$ cat config.mk
export PLATFORM = sky130hd
export DESIGN_NAME = fc_sched
export DESIGN_NICKNAME = d
export VERILOG_FILES = /design/src/rtl/GLOBAL_PARAM.sv /design/src/rtl/fc_sched_if.sv /design/src/rtl/fc_tile_cnt.sv /design/src/rtl/fc_sched.sv
export SDC_FILE = /design/constraint.sdc
export NUM_CORES = 1
export LEC_CHECK = 0
export CAP_MARGIN = 40
export CORE_MARGIN = 3
export CORE_UTILIZATION = 55
export DETAILED_ROUTE_END_ITERATION = 6
export PLACE_DENSITY_LB_ADDON = 0.12
export SLEW_MARGIN = 20
export SYNTH_ARGS = -nofsm -noshare
export SYNTH_HDL_FRONTEND = slang
export SYNTH_SLANG_ARGS = --single-unit
$ cat constraint.sdc
create_clock -name clk -period 7.3 [get_ports clk]
set_clock_uncertainty 0.05 [all_clocks]
set_input_delay 1.825 -clock clk [delete_from_list [all_inputs] [get_ports clk]]
set_output_delay 1.825 -clock clk [all_outputs]
set_load 0.03 [all_outputs]
$ cat src/rtl/GLOBAL_PARAM.sv
// Shared parameters and types for the fully-connected layer scheduler.
// Holds the scheduler state encoding, datapath widths and the helper that
// maps a (output tile, input tile) position onto the count-memory address.
package GLOBAL_PARAM;

    localparam int bw    = 8;
    localparam int BATCH = 1;

    typedef enum logic [2:0] {
        IDLE,
        FETCH,
        WAIT_BUF,
        ISSUE,
        WAIT_AGU,
        NEXT
    } fc_sched_state_t;

    // Row-major tile address: o * in_tiles + i, kept at the full 16-bit product width.
    function automatic logic [15:0] tile_addr(input logic [bw-1:0] o,
                                              input logic [bw-1:0] i,
                                              input logic [bw-1:0] n);
        return ({8'd0, o} * {8'd0, n}) + {8'd0, i};
    endfunction

endpackage

$ cat src/rtl/fc_sched_if.sv
// Tile-loop bus between the scheduler FSM and its 2-D tile counter.
// The scheduler owns clear/inc and the loop bounds; the counter reports the
// current position and whether it is sitting on the last tile of the layer.
interface fc_sched_if;

    logic       clear;
    logic       inc;
    logic       last;
    logic [7:0] in_tiles;
    logic [7:0] out_tiles;
    logic [7:0] in_idx;
    logic [7:0] out_idx;

    modport master (
        output clear, inc, in_tiles, out_tiles,
        input  last, in_idx, out_idx
    );

    modport slave (
        input  clear, inc, in_tiles, out_tiles,
        output last, in_idx, out_idx
    );

endinterface

$ cat src/rtl/fc_tile_cnt.sv
// Two-dimensional wrapping tile counter: the input-tile index runs fastest and
// carries into the output-tile index; both wrap to zero after the last tile.
module fc_tile_cnt (
    input  logic        clk,
    input  logic        rst,
    fc_sched_if.slave   tile
);

    logic [7:0] in_q, in_d;
    logic [7:0] out_q, out_d;
    logic       in_wrap;
    logic       out_wrap;

    assign in_wrap      = (in_q == tile.in_tiles - 8'd1);
    assign out_wrap     = (out_q == tile.out_tiles - 8'd1);
    assign tile.last    = in_wrap && out_wrap;
    assign tile.in_idx  = in_q;
    assign tile.out_idx = out_q;

    // Next position: clear wins, otherwise step i and carry into o on wrap.
    always_comb begin
        in_d  = in_q;
        out_d = out_q;
        if (tile.clear) begin
            in_d  = 8'd0;
            out_d = 8'd0;
        end else if (tile.inc) begin
            if (in_wrap) begin
                in_d  = 8'd0;
                out_d = out_wrap ? 8'd0 : out_q + 8'd1;
            end else begin
                in_d = in_q + 8'd1;
            end
        end
    end

    // Position registers, zeroed on reset.
    always_ff @(posedge clk) begin
        if (rst) begin
            in_q  <= 8'd0;
            out_q <= 8'd0;
        end else begin
            in_q  <= in_d;
            out_q <= out_d;
        end
    end

endmodule

$ cat src/rtl/fc_sched.sv
// Fully-connected layer tile scheduler.
// Walks output tiles (outer) by input tiles (inner); for each tile it reads the
// index count, waits for the buffers, kicks the AGU when there is work, then
// frees the buffers and moves on. Define FC_SCHED_PERF_EN to add the busy and
// stall performance counters.
module fc_sched
    import GLOBAL_PARAM::*;
#(
    parameter int CNT_ADDR_W = 16
) (
    input  logic                  clk,
    input  logic                  rst,
    input  logic                  start,
    output logic                  done,
    input  logic [1:0]            conf_mode,
    input  logic [7:0]            conf_in_tiles,
    input  logic [7:0]            conf_out_tiles,
    output logic [CNT_ADDR_W-1:0] cnt_rd_addr,
    input  logic [7:0]            cnt_rd_data,
    input  logic                  buf_ready,
    output logic                  buf_release,
    output logic                  agu_start,
    input  logic                  agu_done,
    output logic [1:0]            agu_conf_mode,
    output logic [7:0]            agu_conf_idx_cnt,
    output logic                  agu_conf_is_new,
    output logic [7:0]            tile_in_idx,
    output logic [7:0]            tile_out_idx
`ifdef FC_SCHED_PERF_EN
    ,
    output logic [31:0]           perf_busy_cyc,
    output logic [31:0]           perf_stall_cyc
`endif
);

    fc_sched_state_t state_q, state_d;
    logic [1:0]      mode_q, mode_d;
    logic [7:0]      in_tiles_q, in_tiles_d;
    logic [7:0]      out_tiles_q, out_tiles_d;
    logic [7:0]      cnt_q, cnt_d;
    logic            fetch_ph_q, fetch_ph_d;
    logic            skip_q, skip_d;
    logic [1:0]      agu_mode_q, agu_mode_d;
    logic [7:0]      agu_idx_q, agu_idx_d;
    logic            agu_new_q, agu_new_d;
    logic            tile_clear;
    logic            tile_inc;
    logic            accept;

    fc_sched_if tile_bus ();

    fc_tile_cnt u_tile_cnt (
        .clk  (clk),
        .rst  (rst),
        .tile (tile_bus)
    );

    assign tile_bus.clear     = tile_clear;
    assign tile_bus.inc       = tile_inc;
    assign tile_bus.in_tiles  = in_tiles_q;
    assign tile_bus.out_tiles = out_tiles_q;

    assign accept = (state_q == IDLE) && start
                    && (conf_in_tiles != 8'd0) && (conf_out_tiles != 8'd0);

    assign done             = (state_q == IDLE);
    assign agu_start        = (state_q == ISSUE);
    assign buf_release      = (state_q == NEXT);
    assign agu_conf_mode    = agu_mode_q;
    assign agu_conf_idx_cnt = agu_idx_q;
    assign agu_conf_is_new  = agu_new_q;
    assign tile_in_idx      = tile_bus.in_idx;
    assign tile_out_idx     = tile_bus.out_idx;
    assign cnt_rd_addr      = CNT_ADDR_W'(tile_addr(tile_bus.out_idx, tile_bus.in_idx, in_tiles_q));

    // Next-state logic: FETCH spends one cycle on the address and one capturing
    // the read data; the first WAIT_AGU cycle skips the stale AGU done level.
    always_comb begin
        state_d     = state_q;
        mode_d      = mode_q;
        in_tiles_d  = in_tiles_q;
        out_tiles_d = out_tiles_q;
        cnt_d       = cnt_q;
        fetch_ph_d  = fetch_ph_q;
        skip_d      = skip_q;
        agu_mode_d  = agu_mode_q;
        agu_idx_d   = agu_idx_q;
        agu_new_d   = agu_new_q;
        tile_clear  = 1'b0;
        tile_inc    = 1'b0;
        case (state_q)
            IDLE: begin
                if (accept) begin
                    mode_d      = conf_mode;
                    in_tiles_d  = conf_in_tiles;
                    out_tiles_d = conf_out_tiles;
                    tile_clear  = 1'b1;
                    fetch_ph_d  = 1'b0;
                    state_d     = FETCH;
                end
            end
            FETCH: begin
                if (!fetch_ph_q) begin
                    fetch_ph_d = 1'b1;
                end else begin
                    fetch_ph_d = 1'b0;
                    cnt_d      = cnt_rd_data;
                    state_d    = WAIT_BUF;
                end
            end
            WAIT_BUF: begin
                if (buf_ready) begin
                    if (cnt_q != 8'd0) begin
                        agu_mode_d = mode_q;
                        agu_idx_d  = cnt_q;
                        agu_new_d  = (tile_bus.in_idx == 8'd0);
                        state_d    = ISSUE;
                    end else begin
                        state_d = NEXT;
                    end
                end
            end
            ISSUE: begin
                skip_d  = 1'b1;
                state_d = WAIT_AGU;
            end
            WAIT_AGU: begin
                if (skip_q) begin
                    skip_d = 1'b0;
                end else if (agu_done) begin
                    state_d = NEXT;
                end
            end
            NEXT: begin
                tile_inc = 1'b1;
                state_d  = tile_bus.last ? IDLE : FETCH;
            end
            default: state_d = IDLE;
        endcase
    end

    // State and configuration registers, all cleared by reset.
    always_ff @(posedge clk) begin
        if (rst) begin
            state_q     <= IDLE;
            mode_q      <= 2'd0;
            in_tiles_q  <= 8'd0;
            out_tiles_q <= 8'd0;
            cnt_q       <= 8'd0;
            fetch_ph_q  <= 1'b0;
            skip_q      <= 1'b0;
            agu_mode_q  <= 2'd0;
            agu_idx_q   <= 8'd0;
            agu_new_q   <= 1'b0;
        end else begin
            state_q     <= state_d;
            mode_q      <= mode_d;
            in_tiles_q  <= in_tiles_d;
            out_tiles_q <= out_tiles_d;
            cnt_q       <= cnt_d;
            fetch_ph_q  <= fetch_ph_d;
            skip_q      <= skip_d;
            agu_mode_q  <= agu_mode_d;
            agu_idx_q   <= agu_idx_d;
            agu_new_q   <= agu_new_d;
        end
    end

`ifdef FC_SCHED_PERF_EN
    logic [31:0] perf_busy_q;
    logic [31:0] perf_stall_q;

    assign perf_busy_cyc  = perf_busy_q;
    assign perf_stall_cyc = perf_stall_q;

    // Saturating busy/stall counters, restarted by each accepted layer start.
    always_ff @(posedge clk) begin
        if (rst || accept) begin
            perf_busy_q  <= 32'd0;
            perf_stall_q <= 32'd0;
        end else begin
            if (!done && (perf_busy_q != 32'hFFFF_FFFF)) begin
                perf_busy_q <= perf_busy_q + 32'd1;
            end
            if ((state_q == WAIT_BUF) && !buf_ready && (perf_stall_q != 32'hFFFF_FFFF)) begin
                perf_stall_q <= perf_stall_q + 32'd1;
            end
        end
    end
`endif

endmodule

* Word-level counts from Yosys, hierarchy flattened
Cells that the tools add are included.
Storage, ports and cells: flip-flop bits (word level) 58, bits of input ports 31, output and inout bits 46, logic and storage cells 65
Cells by class: add/subtract/negate cells 5, multiply operators 1, equal/unequal tests 12, multiplexer cells 17, reduce and logical (&&, ||, !) cells 18
Operator list (count):
- nonzero test 8 bit | 3
- two-way mux 3 bit | 6
- one-hot mux 3 bit (6 select lines) | 1
- adder 16 x 8 -> 16 bit | 1
- adder 8 x 1 -> 8 bit, second input constant | 2
- == test 8 bit | 2
- multiplier 8 x 8 -> 16 bit | 1
- two-way mux 8 bit | 2
- subtractor 8 x 1 -> 8 bit, second input constant | 2
- logical NOT 8 bit | 1
- inequality test 2 bit, second input constant | 4
- AND reduction 2 bit | 4
- == test 3 x 2 -> 1 bit, second input constant | 2
- == test 3 bit, second input constant | 2
- two-way mux 1 bit | 6
- AND reduction 5 bit | 1
- logical AND 1 bit | 4
- one-hot mux 1 bit (2 select lines) | 2
- nonzero test 2 bit | 2
- == test 3 x 1 -> 1 bit, second input constant | 1
- logical NOT 3 bit | 1
- AND reduction 3 bit | 1
- inequality test 2 x 1 -> 1 bit, second input constant | 1
- OR reduction 2 bit | 1

* Logic depth before layout (Yosys ltp)
Gate-level depths: netlist of run 1.
depth in word-level cells 7, mapped depth 18, mapped depth without buffers 17

* Cells and area by module
A second synthesis of run 1 with hierarchy kept.
Unflattened totals: cells, all modules 618, area, all modules 5371.4 um^2
Modules (own cells, without submodules):
- fc_sched | instances 1, cells an instance 453, area each 4013.8 um^2, seq. area each 840.8 um^2
- fc_tile_cnt | instances 1, cells an instance 165, area each 1357.6 um^2, seq. area each 320.3 um^2

* Worst setup path before layout of run 1
OpenSTA, ideal clock, no wires.
path kind register to output, start reg u_tile_cnt.out_q[5], in the netlist u_tile_cnt.tile.out_idx[5], end out cnt_rd_addr[14], arrival time 4924 ps, data required time 5425 ps, path slack 501 ps, stages on the path, launching flop included 18, buffers on the path 1, cells stage by stage dfxtp_1 -> clkbuf_1 -> nand2_1 -> fa_1 -> inv_1 -> fa_1 -> inv_1 -> fa_1 -> fa_1 -> inv_1 -> ha_1 -> a21o_1 -> a21oi_1 -> a21boi_0 -> o2111ai_1 -> nand3_1 -> o41a_1 -> xor2_1
Between the ends: cells in the longest elaborated chain, start to end 2
RTL lines:
- from (decl) | RTL line fc_tile_cnt.sv:10 | logic [7:0] out_q, out_d;
- from (signal assigned) | RTL line fc_tile_cnt.sv:44 | out_q <= out_d;
- multiplier 8 x 8 -> 16 bit | RTL line GLOBAL_PARAM.sv:22 | return ({8'd0, o} * {8'd0, n}) + {8'd0, i};
- adder 16 x 8 -> 16 bit | RTL line GLOBAL_PARAM.sv:22
- to (decl) | RTL line fc_sched.sv:18 | output logic [CNT_ADDR_W-1:0] cnt_rd_addr,
No other way between the ends.

* Final worst setup path of run 1
start reg u_tile_cnt.out_q[1], in the netlist u_tile_cnt.tile.out_idx[1], end out cnt_rd_addr[10]
Same word-level chain as after synthesis.

==> results_dict.tcl, run 1 <==
set metrics [dict create \
    outcome "completed" \
    reg2reg_depth 7 \
    die_y_um 103 \
    yosysUniqueCellTypes 62 \
    clock_latency_ns 0.35 \
    p_total_uw 917 \
    drt-initial-drc-count 185 \
    required_ns 5.43 \
    synth_area_leaders "dfxtp_1 (22%), fa_1 (17%), ha_1 (9.8%)" \
    setup_viol 0 \
    dieArea_um2 10700 \
    startpoint_type "flop" \
    synthesis.area_um2 5220 \
    syn-num-nets 740 \
    grt.overflow.total 0 \
    start_util_pct 58.2 \
    cts_tree "yes" \
    fmax_mhz 144 \
    final_area_um2 6400 \
    synth-simple-area-share_pct 22.9 \
    switchingPower_uw 330 \
    powerDensity_nw_per_um2 143 \
    setup_slack_ns 0.332 \
    hold_class "flop to flop" \
    crit_fanout 9 \
    grt_pass1_vias 4547 \
    arrival_ns 5.09 \
    first_pass_iters 5 \
    maxSlewHeadroom_pct 51.1 \
    routed_wl_mm 12.4 \
    synth_compound_area_share_pct 10.8 \
    placed_cell_area_um2 6190 \
    min_period_over_period_pct 95.4 \
    nNetsFinal 817 \
    ios 77 \
    pre_cts_ws_ns -0.0618 \
    whs_path_depth 2 \
    yosys.area_share.adder_pct 26.7 \
    viasPerCell 5.53 \
    synth_seq_area_share_pct 22.2 \
    wire_per_inst_um 14.9 \
    synth_area_leader_cell "dfxtp_1" \
    rows 34 \
    drcViolationCount 0 \
    cts_made_buffers 9 \
    path_class "flop to output pin" \
    synth_edf_count 0 \
    grt_setup_unrepaired "false" \
    htree_num_levels 3 \
    p_sw_share_pct 36.0 \
    reg2reg_from "state_q[0]" \
    cts_sinks 58 \
    muxShareOfSynthArea_pct 4.02 \
    peakVddDrop_mv 0.135 \
    die_w_um 103 \
    async_flop_share_pct 0 \
    synth_seq_cells 58 \
    coreArea_um2 8980 \
    crit_path_end_kind "output pin" \
    drv_cap 0 \
    period_needed_ns 6.97 \
    grt_usage_pct 25.4 \
    cts_root_buffer "clkbuf_8" \
    final-hold-violation-count 0 \
    hold_end "out_tiles_q[7]" \
    worstMarginPinSlew_ns 0.732 \
    clock_path_buffers 2 \
    r2r_setup_slack_ns 4.47 \
    p_clk_share_pct 29.4 \
    routabilityCongestion 0.955 \
    grt_antenna_before_repair 0 \
    total_leakage_power_uw 0.00295 \
    maxSlewViolCount 0 \
    r2r-end "u_tile_cnt.tile.out_idx[4]" \
    grt_max_degree 46 \
    synth-warning-count 0 \
    area.growth.synth_to_final_pct 22.4 \
    post-cts-setup-buffers 0 \
    pwr-share-seq_pct 41.9 \
    intPower_uw 587 \
    drive_gt1_share_pct 8.07 \
    synth_top_area_share_pct 22.2 \
    diodes 0 \
    synth-xor-area-share_pct 5.87 \
    synth_cells 624 \
    hp-start "out_tiles_q[7]" \
    vias 4602 \
    clk_pin_slew_worst_paths_ns 0.07 \
    io_buffers 76 \
    hpwl_mm 9.56 \
    syn_area_per_cell_um2 8.37 \
    ant_nets 0 \
    synthFlopType "dfxtp_1" \
    p_comb_share_pct 28.7 \
    synth_top_family_by_area "adder cells" \
    grt_pass1_wl_mm 21.6 \
]
synthesized netlist by cell type, drive strengths merged, types with 3 or more instances:
| cell type | n |
|---|---|
| a21oi | 27 |
| clkbuf | 28 |
| nor3b | 3 |
| fa | 44 |
| xor2 | 14 |
| and2 | 35 |
| buf | 4 |
| o21ai | 11 |
| nand4 | 5 |
| xnor2 | 21 |
| nand3 | 19 |
| or4 | 7 |
| inv | 72 |
| nand3b | 5 |
| o2bb2ai | 4 |
| nor2 | 55 |
| a211oi | 5 |
| mux2i | 21 |
| dfxtp | 58 |
| nand2b | 11 |
| and3 | 7 |
| a21o | 4 |
| nor4 | 5 |
| nand2 | 66 |
| o31ai | 5 |
| nor3 | 10 |
| ha | 41 |
cell families after synthesis:
| group | count (synthesis) |
|---|---|
| buffers and inverters | 104 |
| flip-flops | 58 |
| multiplexers | 21 |
| adder cells (fa/ha/maj) | 85 |
| AND/OR/NAND/NOR | 239 |
| AO/OA/AOI/OAI | 82 |
| XOR/XNOR | 35 |
worst max-delay path, cell delays in order, from the launching register on:
cell             delay (ns)
dfxtp_1                0.42
and2_1                 0.24
fa_1                   0.46
fa_1                   0.55
inv_1                  0.05
fa_1                   0.47
fa_1                   0.54
inv_1                  0.04
ha_1                   0.34
a21o_1                 0.17
a21oi_1                0.16
a21boi_0               0.18
o21a_1                 0.21
nor2_1                 0.11
xnor2_1                0.13
clkdlybuf4s50_1        0.69
layer usage:
metal  GRT usage, %  wire [um]  up-vias
li1               -          -     2222
met3           6.04        827       26
met1           35.0       5460     2199
met5              0          0        -
met4           7.67        291        0
met2           39.8       5800      155
power groups by stage:
stage	Clock [uW]	Combinational, uW	Sequential [uW]
finish	270	264	384
global route	289	293	389
CTS	275	261	382
detailed placement	0	258	388
global placement	0	249	387
floorplan	0	208	364
sequential cells by signal, indices dropped and copies added, names as in the netlist:
signal,flops
agu_conf_mode,2
out_tiles_q,8
state_q,3
skip_q,1
fetch_ph_q,1
u_tile_cnt.tile.out_idx,8
mode_q,2
cnt_q,8
in_tiles_q,8
agu_conf_idx_cnt,8
u_tile_cnt.tile.in_idx,8
agu_conf_is_new,1
timing repair:
item	CTS	global route
resized for setup	8	11
setup endpoints to repair	4	6
hold buffers	0	0
stage by stage:
stage / utilization, % / hold WS, ns / setup TNS [ns] / cells
after floorplan: - / 0.386 / 0 / 624
after global placement: 69.0 / 0.401 / 0 / 816
after CTS: 71.1 / 0.427 / 0 / 832
after global routing: 71.3 / 0.457 / 0 / 832
after detailed placement: 69.0 / 0.411 / -0.0618 / 816
final: 71.3 / 0.430 / 0 / 832
cell usage in the layout, fill, tap and decap left out, types with 3 or more instances in the layout:
master,n
nand3b_1,5
o31ai_1,3
nor2_1,55
mux2i_1,21
dfxtp_2,5
and3_1,7
a21o_1,4
nand4_1,5
nor3b_1,3
nand2_1,66
clkinvlp_4,3
dfxtp_1,53
nor4_1,5
inv_1,72
clkbuf_8,10
dlymetal6s2s_1,3
o2bb2ai_1,4
a211oi_1,4
ha_1,41
nand3_1,18
xor2_1,14
buf_4,22
nor3_1,10
o21ai_0,10
a21oi_1,27
clkdlybuf4s50_1,71
xnor2_1,21
fa_1,44
and2_1,35
or4_1,6
nand2b_1,11
worst max path at each step:
stage | from | endpoint | slack (ns) | depth (start not counted)
after floorplan | u_tile_cnt.tile.out_idx[5] | cnt_rd_addr[14] | 0.50 | 17
after global placement | in_tiles_q[1] | cnt_rd_addr[15] | 0.05 | 16
after detailed placement | u_tile_cnt.tile.out_idx[2] | cnt_rd_addr[15] | -0.06 | 18
after CTS | in_tiles_q[3] | cnt_rd_addr[12] | 0.10 | 16
after global routing | u_tile_cnt.tile.out_idx[1] | cnt_rd_addr[10] | 0.08 | 15
final | u_tile_cnt.tile.out_idx[1] | cnt_rd_addr[10] | 0.33 | 15
layout make-up:
class                           instances  area (um^2)
Multi-Input combinational cell        462         3700
Fill cell                             727         2580
Sequential cell                        58         1170
Timing Repair Buffer                   98          923
Inverter                               72          270
Tap cell                              126          158
Clock buffer                           10          138
Clock inverter                          6         41.3
(Power assumes the default switching activity.)
==> run 2: changes to the inputs <==
--- a/config.mk
+++ b/config.mk
@@ -9,6 +9,7 @@
 export CORE_MARGIN = 3
 export CORE_UTILIZATION = 55
 export DETAILED_ROUTE_END_ITERATION = 6
+export GPL_TIMING_DRIVEN = 0
 export PLACE_DENSITY_LB_ADDON = 0.12
 export SLEW_MARGIN = 20
 export SYNTH_ARGS = -nofsm -noshare
==> run 2 against run 1 <==
Against the previous run:
- setup slack lost 0.089 ns
- utilization down 0.46 points
- sequential power down 2%
- cell count is 0.36% higher
- routed wire length shrank 3.3%
- flip-flop and latch count stayed put
- total power up 6.1%
- global-route usage is 1.2 points lower
- die area unchanged
- critical endpoint unchanged
- largest power group unchanged
- highest routed layer unchanged
==> results_dict.tcl, run 2 (synthesized netlist as in run 1, its figures left out) <==
set metrics [dict create \
    drcViolationCount 0 \
    cpMostUsedCell "fa_1" \
    cpPeakStageDelay_ns 0.68 \
    hold_class "flop to flop" \
    htree_num_levels 3 \
    total_leakage_power_uw 0.00289 \
    p_total_uw 973 \
    grt_antenna_before_repair 0 \
    setup_viol 0 \
    placed_cell_area_um2 6130 \
    arrival_ns 5.18 \
    cts_sinks 58 \
    outcome "completed" \
    min_period_over_period_pct 96.7 \
    hpwl_mm 9.73 \
    maxSlewViolCount 0 \
    clk_pin_slew_worst_paths_ns 0.06 \
    vias 4577 \
    rows 34 \
    crit_fanout 10 \
    drive_gt1_share_pct 6.06 \
    cpMaxStageDelayCell "clkdlybuf4s50_1" \
    cp_cell_sequence "clkbuf_4, nand2_1, fa_1, inv_1, fa_1, inv_1, fa_1, fa_1, inv_1, ha_1, a21o_1, a21oi_1, a21boi_1, o21a_1, nor2_1, xnor2_1, clkdlybuf4s50_1" \
    reg2reg_depth 10 \
    ios 77 \
    grt.overflow.total 0 \
    first_pass_iters 5 \
    layout.cells.non_filler 835 \
    routed_wl_mm 12.0 \
    whs_path_depth 2 \
    path_class "flop to output pin" \
    period_needed_ns 7.06 \
    viasPerCell 5.48 \
    r2r_setup_slack_ns 4.48 \
    grt_max_degree 13 \
    cts_tree "yes" \
    grt_pass1_wl_mm 20.5 \
    dieArea_um2 10700 \
    startpoint_type "flop" \
    crit_path_end_kind "output pin" \
    die_y_um 103 \
    layout_common_cells "inv_1 (72), clkdlybuf4s50_1 (69), nand2_1 (66), nor2_1 (55), dfxtp_1 (54)" \
    required_ns 5.43 \
    drv_cap 0 \
    die_w_um 103 \
    powerDensity_nw_per_um2 153 \
    wire_per_inst_um 14.3 \
    clock_latency_ns 0.34 \
    diodes 0 \
    area.growth.synth_to_final_pct 21.7 \
    io_buffers 75 \
    nNetsFinal 820 \
    grt_pass1_vias 4470 \
    worstMarginPinSlew_ns 0.725 \
    start_util_pct 58.2 \
    coreArea_um2 8980 \
    cts_hold_buffers 0 \
    place_inst 825 \
    clock_path_buffers 2 \
    post-cts-setup-buffers 0 \
    cts_made_buffers 9 \
    cts_root_buffer "clkbuf_8" \
    peakVddDrop_mv 0.145 \
    maxSlewHeadroom_pct 51.7 \
    grt_usage_pct 24.2 \
    fmax_mhz 142 \
    final_common_cell "inv_1" \
    routabilityCongestion 0.906 \
    drt-initial-drc-count 203 \
    ant_nets 0 \
    final-hold-violation-count 0 \
    final_area_um2 6350 \
    grt_setup_unrepaired "true" \
]
-- run 2: changes by cell type in the layout (fill, tap and decap cells not counted), moves of 2 or more --
cell	previous run	this run
bufinv_16	0	2
buf_4	22	2
dlymetal6s2s_1	3	1
buf_1	0	2
clkbuf_4	0	2
clkinvlp_4	3	1
buf_2	0	4
clkbuf_2	2	4
clkdlybuf4s50_1	71	69
clkbuf_1	0	17
-- run 2: per-layer routing --
metal	vias up	part of all wire (%)	GRT usage [%]
li1	2225	-	-
met1	2209	44	32.0
met4	0	1.8	7.37
met3	18	6.3	6.10
met2	125	47	39.0
met5	-	0	0
-- run 2: final timing paths --
kind                              startpoint                    endpoint
setup / recovery  u_tile_cnt.tile.out_idx[6]             cnt_rd_addr[10]
hold / removal                out_tiles_q[6]              out_tiles_q[6]
setup reg to reg               in_tiles_q[0]  u_tile_cnt.tile.out_idx[6]
hold reg to reg               out_tiles_q[6]              out_tiles_q[6]
-- run 2: timing repair --
item / CTS / global route
pin swaps: 0 / 1
resized for setup: 18 / 26
setup endpoints to repair: 7 / 7
-- run 2: worst max-delay path: cells and delay by family (launching register included) --
family | cells | cell delay (ns)
compound gates | 4 | 0.69
buf+inv | 5 | 1.07
flops | 1 | 0.41
simple gates | 2 | 0.19
fa+ha+maj | 5 | 2.35
xor+xnor | 1 | 0.13
-- run 2: cell type report --
cell class              count  area [um^2]
repair buffers             75          732
multi-input cells         462         3690
fillers                   757         2620
plain buffers              26          118
flip-flops and latches     58         1170
inverters                  72          270
clock inverters             5         77.6
clock buffers              11          141
well taps                 126          158
-- run 2: through the flow --
stage	setup WS, ns	setup TNS, ns	utilization (%)	hold WS, ns
finish	0.244	0	70.8	0.416
CTS	0.00580	0	70.9	0.416
detailed placement	-0.252	-0.579	68.3	0.408
global route	-0.00257	-0.00257	70.8	0.442
floorplan	0.501	0	-	0.386
global placement	-0.210	-0.306	68.3	0.397
-- run 2: power breakdown --
group / switching (uW) / leakage, uW / total [uW] / internal, uW
Combinational: 156 / 0.00231 / 271 / 114
Sequential: 34.4 / 0.000472 / 376 / 341
Clock: 127 / 0.000109 / 327 / 200
==> run 3: changes to the inputs <==
--- a/config.mk
+++ b/config.mk
@@ -6,10 +6,13 @@
 export NUM_CORES = 1
 export LEC_CHECK = 0
 export CAP_MARGIN = 40
+export CELL_PAD_IN_SITES_DETAIL_PLACEMENT = 0
+export CELL_PAD_IN_SITES_GLOBAL_PLACEMENT = 1
 export CORE_MARGIN = 3
-export CORE_UTILIZATION = 55
+export CORE_UTILIZATION = 42
 export DETAILED_ROUTE_END_ITERATION = 6
 export GPL_TIMING_DRIVEN = 0
+export HOLD_SLACK_MARGIN = 0.08
 export PLACE_DENSITY_LB_ADDON = 0.12
 export SLEW_MARGIN = 20
 export SYNTH_ARGS = -nofsm -noshare
==> run 3 against run 2 <==
Against the previous run:
- die area up 29%
- combinational power is 4% higher
- clock power up 31%
- sequential power is 2% lower
==> results_dict.tcl, run 3 (synthesized netlist as in run 1, its figures left out) <==
set metrics [dict create \
    clock_latency_ns 0.32 \
    met1_usage_pct 24.7 \
    drt-initial-drc-count 192 \
    routabilityCongestion 0.868 \
    clk_pin_slew_worst_paths_ns 0.05 \
    cp_top_family "adder cells" \
    peakVddDrop_mv 0.132 \
    busiest_layer "met2" \
    final_util_pct 54.1 \
    rows 40 \
    period_needed_ns 7.04 \
    cp_cell_sequence "clkbuf_1, and2_1, fa_1, fa_1, inv_1, fa_1, fa_1, inv_1, ha_1, a21o_1, a21oi_1, a21boi_1, o21a_1, nor2_1, xnor2_1, clkdlybuf4s50_1" \
    final_common_cell "inv_1" \
    drcViolationCount 0 \
    powerDensity_nw_per_um2 165 \
    path_depth 16 \
    maxSlewHeadroom_pct 50.2 \
    first_pass_iters 4 \
    p_sw_share_pct 30.7 \
    cpMaxStageDelayCell "clkdlybuf4s50_1" \
    required_ns 5.43 \
    crit_path_end_kind "output pin" \
    fin_setup_tns_ns 0 \
    holdWs_ns 0.425 \
    path_class "flop to output pin" \
    switchingPower_uw 332 \
    p_clk_share_pct 39.8 \
    layout_common_cells "inv_1 (72), clkdlybuf4s50_1 (69), nand2_1 (66), nor2_1 (55), dfxtp_1 (55)" \
    reg2reg_depth 11 \
    pwr-share-seq_pct 34.2 \
    startpoint_type "flop" \
    nNetsFinal 824 \
    arrival_ns 5.16 \
    coreArea_um2 12100 \
    p_total_uw 1080 \
    cts_sinks 58 \
    cts_made_buffers 9 \
    grt_pass1_wl_mm 21.1 \
    min_period_over_period_pct 96.4 \
    pre_cts_ws_ns -0.308 \
    drive_gt1_share_pct 6.32 \
    cpPeakStageDelay_ns 0.68 \
    hpwl_mm 9.91 \
    crit_end "cnt_rd_addr[10]" \
    crit_fanout 10 \
    grtUsageMet3_pct 4.81 \
    total_leakage_power_uw 0.00296 \
    grt_usage_pct 18.3 \
    reg2reg_from "in_tiles_q[0]" \
    htree_num_levels 3 \
    routed_wl_mm 12.4 \
    p_comb_share_pct 26.0 \
    ant_nets 0 \
    maxSlewViolCount 0 \
    vias 4592 \
    cp_num_buf_inv 4 \
    start_util_pct 43.3 \
    cts_tree "yes" \
    cts_root_buffer "clkbuf_16" \
    grt_max_degree 13 \
    setup_viol 0 \
    final-hold-violation-count 0 \
    use_met2_pct 29.6 \
    cpMostUsedCell "fa_1" \
    viasPerCell 5.22 \
    hold_class "flop to flop" \
    outcome "completed" \
    worstSetupStartpoint "in_tiles_q[2]" \
    diodes 0 \
    die_y_um 118 \
    die_w_um 118 \
    fill_cells 1188 \
    grt_pass1_vias 4436 \
    area.growth.synth_to_final_pct 25.0 \
    dieArea_um2 13800 \
    worstMarginPinSlew_ns 0.746 \
    ios 77 \
    grt.overflow.total 0 \
    drv_cap 0 \
    r2r_setup_slack_ns 4.31 \
    setup_slack_ns 0.261 \
    wire_per_inst_um 14.0 \
    io_buffers 75 \
    r2r-end "u_tile_cnt.tile.out_idx[5]" \
    intPower_uw 747 \
    fmax_mhz 142 \
    grt_antenna_before_repair 0 \
    clock_path_buffers 2 \
]
## run 3: cell type report
| class | count | area (um^2) | share of cell area, % |
|---|---|---|---|
| Clock buffer | 13 | 270 | 4.14 |
| Timing Repair Buffer | 75 | 741 | 11.3 |
| Clock inverter | 2 | 35.0 | 0.537 |
| Tap cell | 168 | 210 | 3.22 |
| Sequential cell | 58 | 1160 | 17.8 |
| Buffer | 30 | 140 | 2.15 |
| Multi-Input combinational cell | 462 | 3700 | 56.6 |
| Inverter | 72 | 270 | 4.14 |
## run 3: how the worst min path moves through the flow
stage | from | end | slack (ns) | depth (start not counted)
finish | out_tiles_q[6] | out_tiles_q[6] | 0.42 | 2
global route | out_tiles_q[6] | out_tiles_q[6] | 0.43 | 2
CTS | out_tiles_q[6] | out_tiles_q[6] | 0.43 | 2
detailed placement | out_tiles_q[6] | out_tiles_q[6] | 0.42 | 2
global placement | out_tiles_q[6] | out_tiles_q[6] | 0.40 | 2
floorplan | out_tiles_q[6] | out_tiles_q[6] | 0.39 | 2
## run 3: timing repair
item / in CTS / in global routing
endpoints found under the setup margin: 7 / 7
endpoints found under the hold margin: 0 / 0
gates resized for setup: 21 / 30
buffers inserted: 0 / 0
pin swaps: 0 / 1
hold buffers: 0 / 0
## run 3: through the flow
| step | area [um^2] | std cells |
|---|---|---|
| after floorplan | 5220 | 624 |
| after global placement | 6180 | 867 |
| after detailed placement | 6180 | 867 |
| after CTS | 6510 | 881 |
| after global routing | 6530 | 880 |
| final | 6530 | 880 |
## run 3: metal layers
layer	part of all wire [%]	vias up
met5	0	-
met4	1.1	0
met3	5.1	17
met2	47	100
met1	47	2239
li1	-	2236
## run 3: power by group through the flow
stage	Clock (uW)	Sequential [uW]	Combinational [uW]
2_1_floorplan	0	364	208
3_3_place_gp	0	370	277
3_5_place_dp	0	370	283
4_1_cts	436	367	282
5_1_grt	451	373	316
6_report	429	369	281
## run 3: worst min-delay path, cell delays in order (launching register included)
cell and delay, ns:
dfxtp_1 0.31, nand2_1 0.05, a21oi_1 0.06
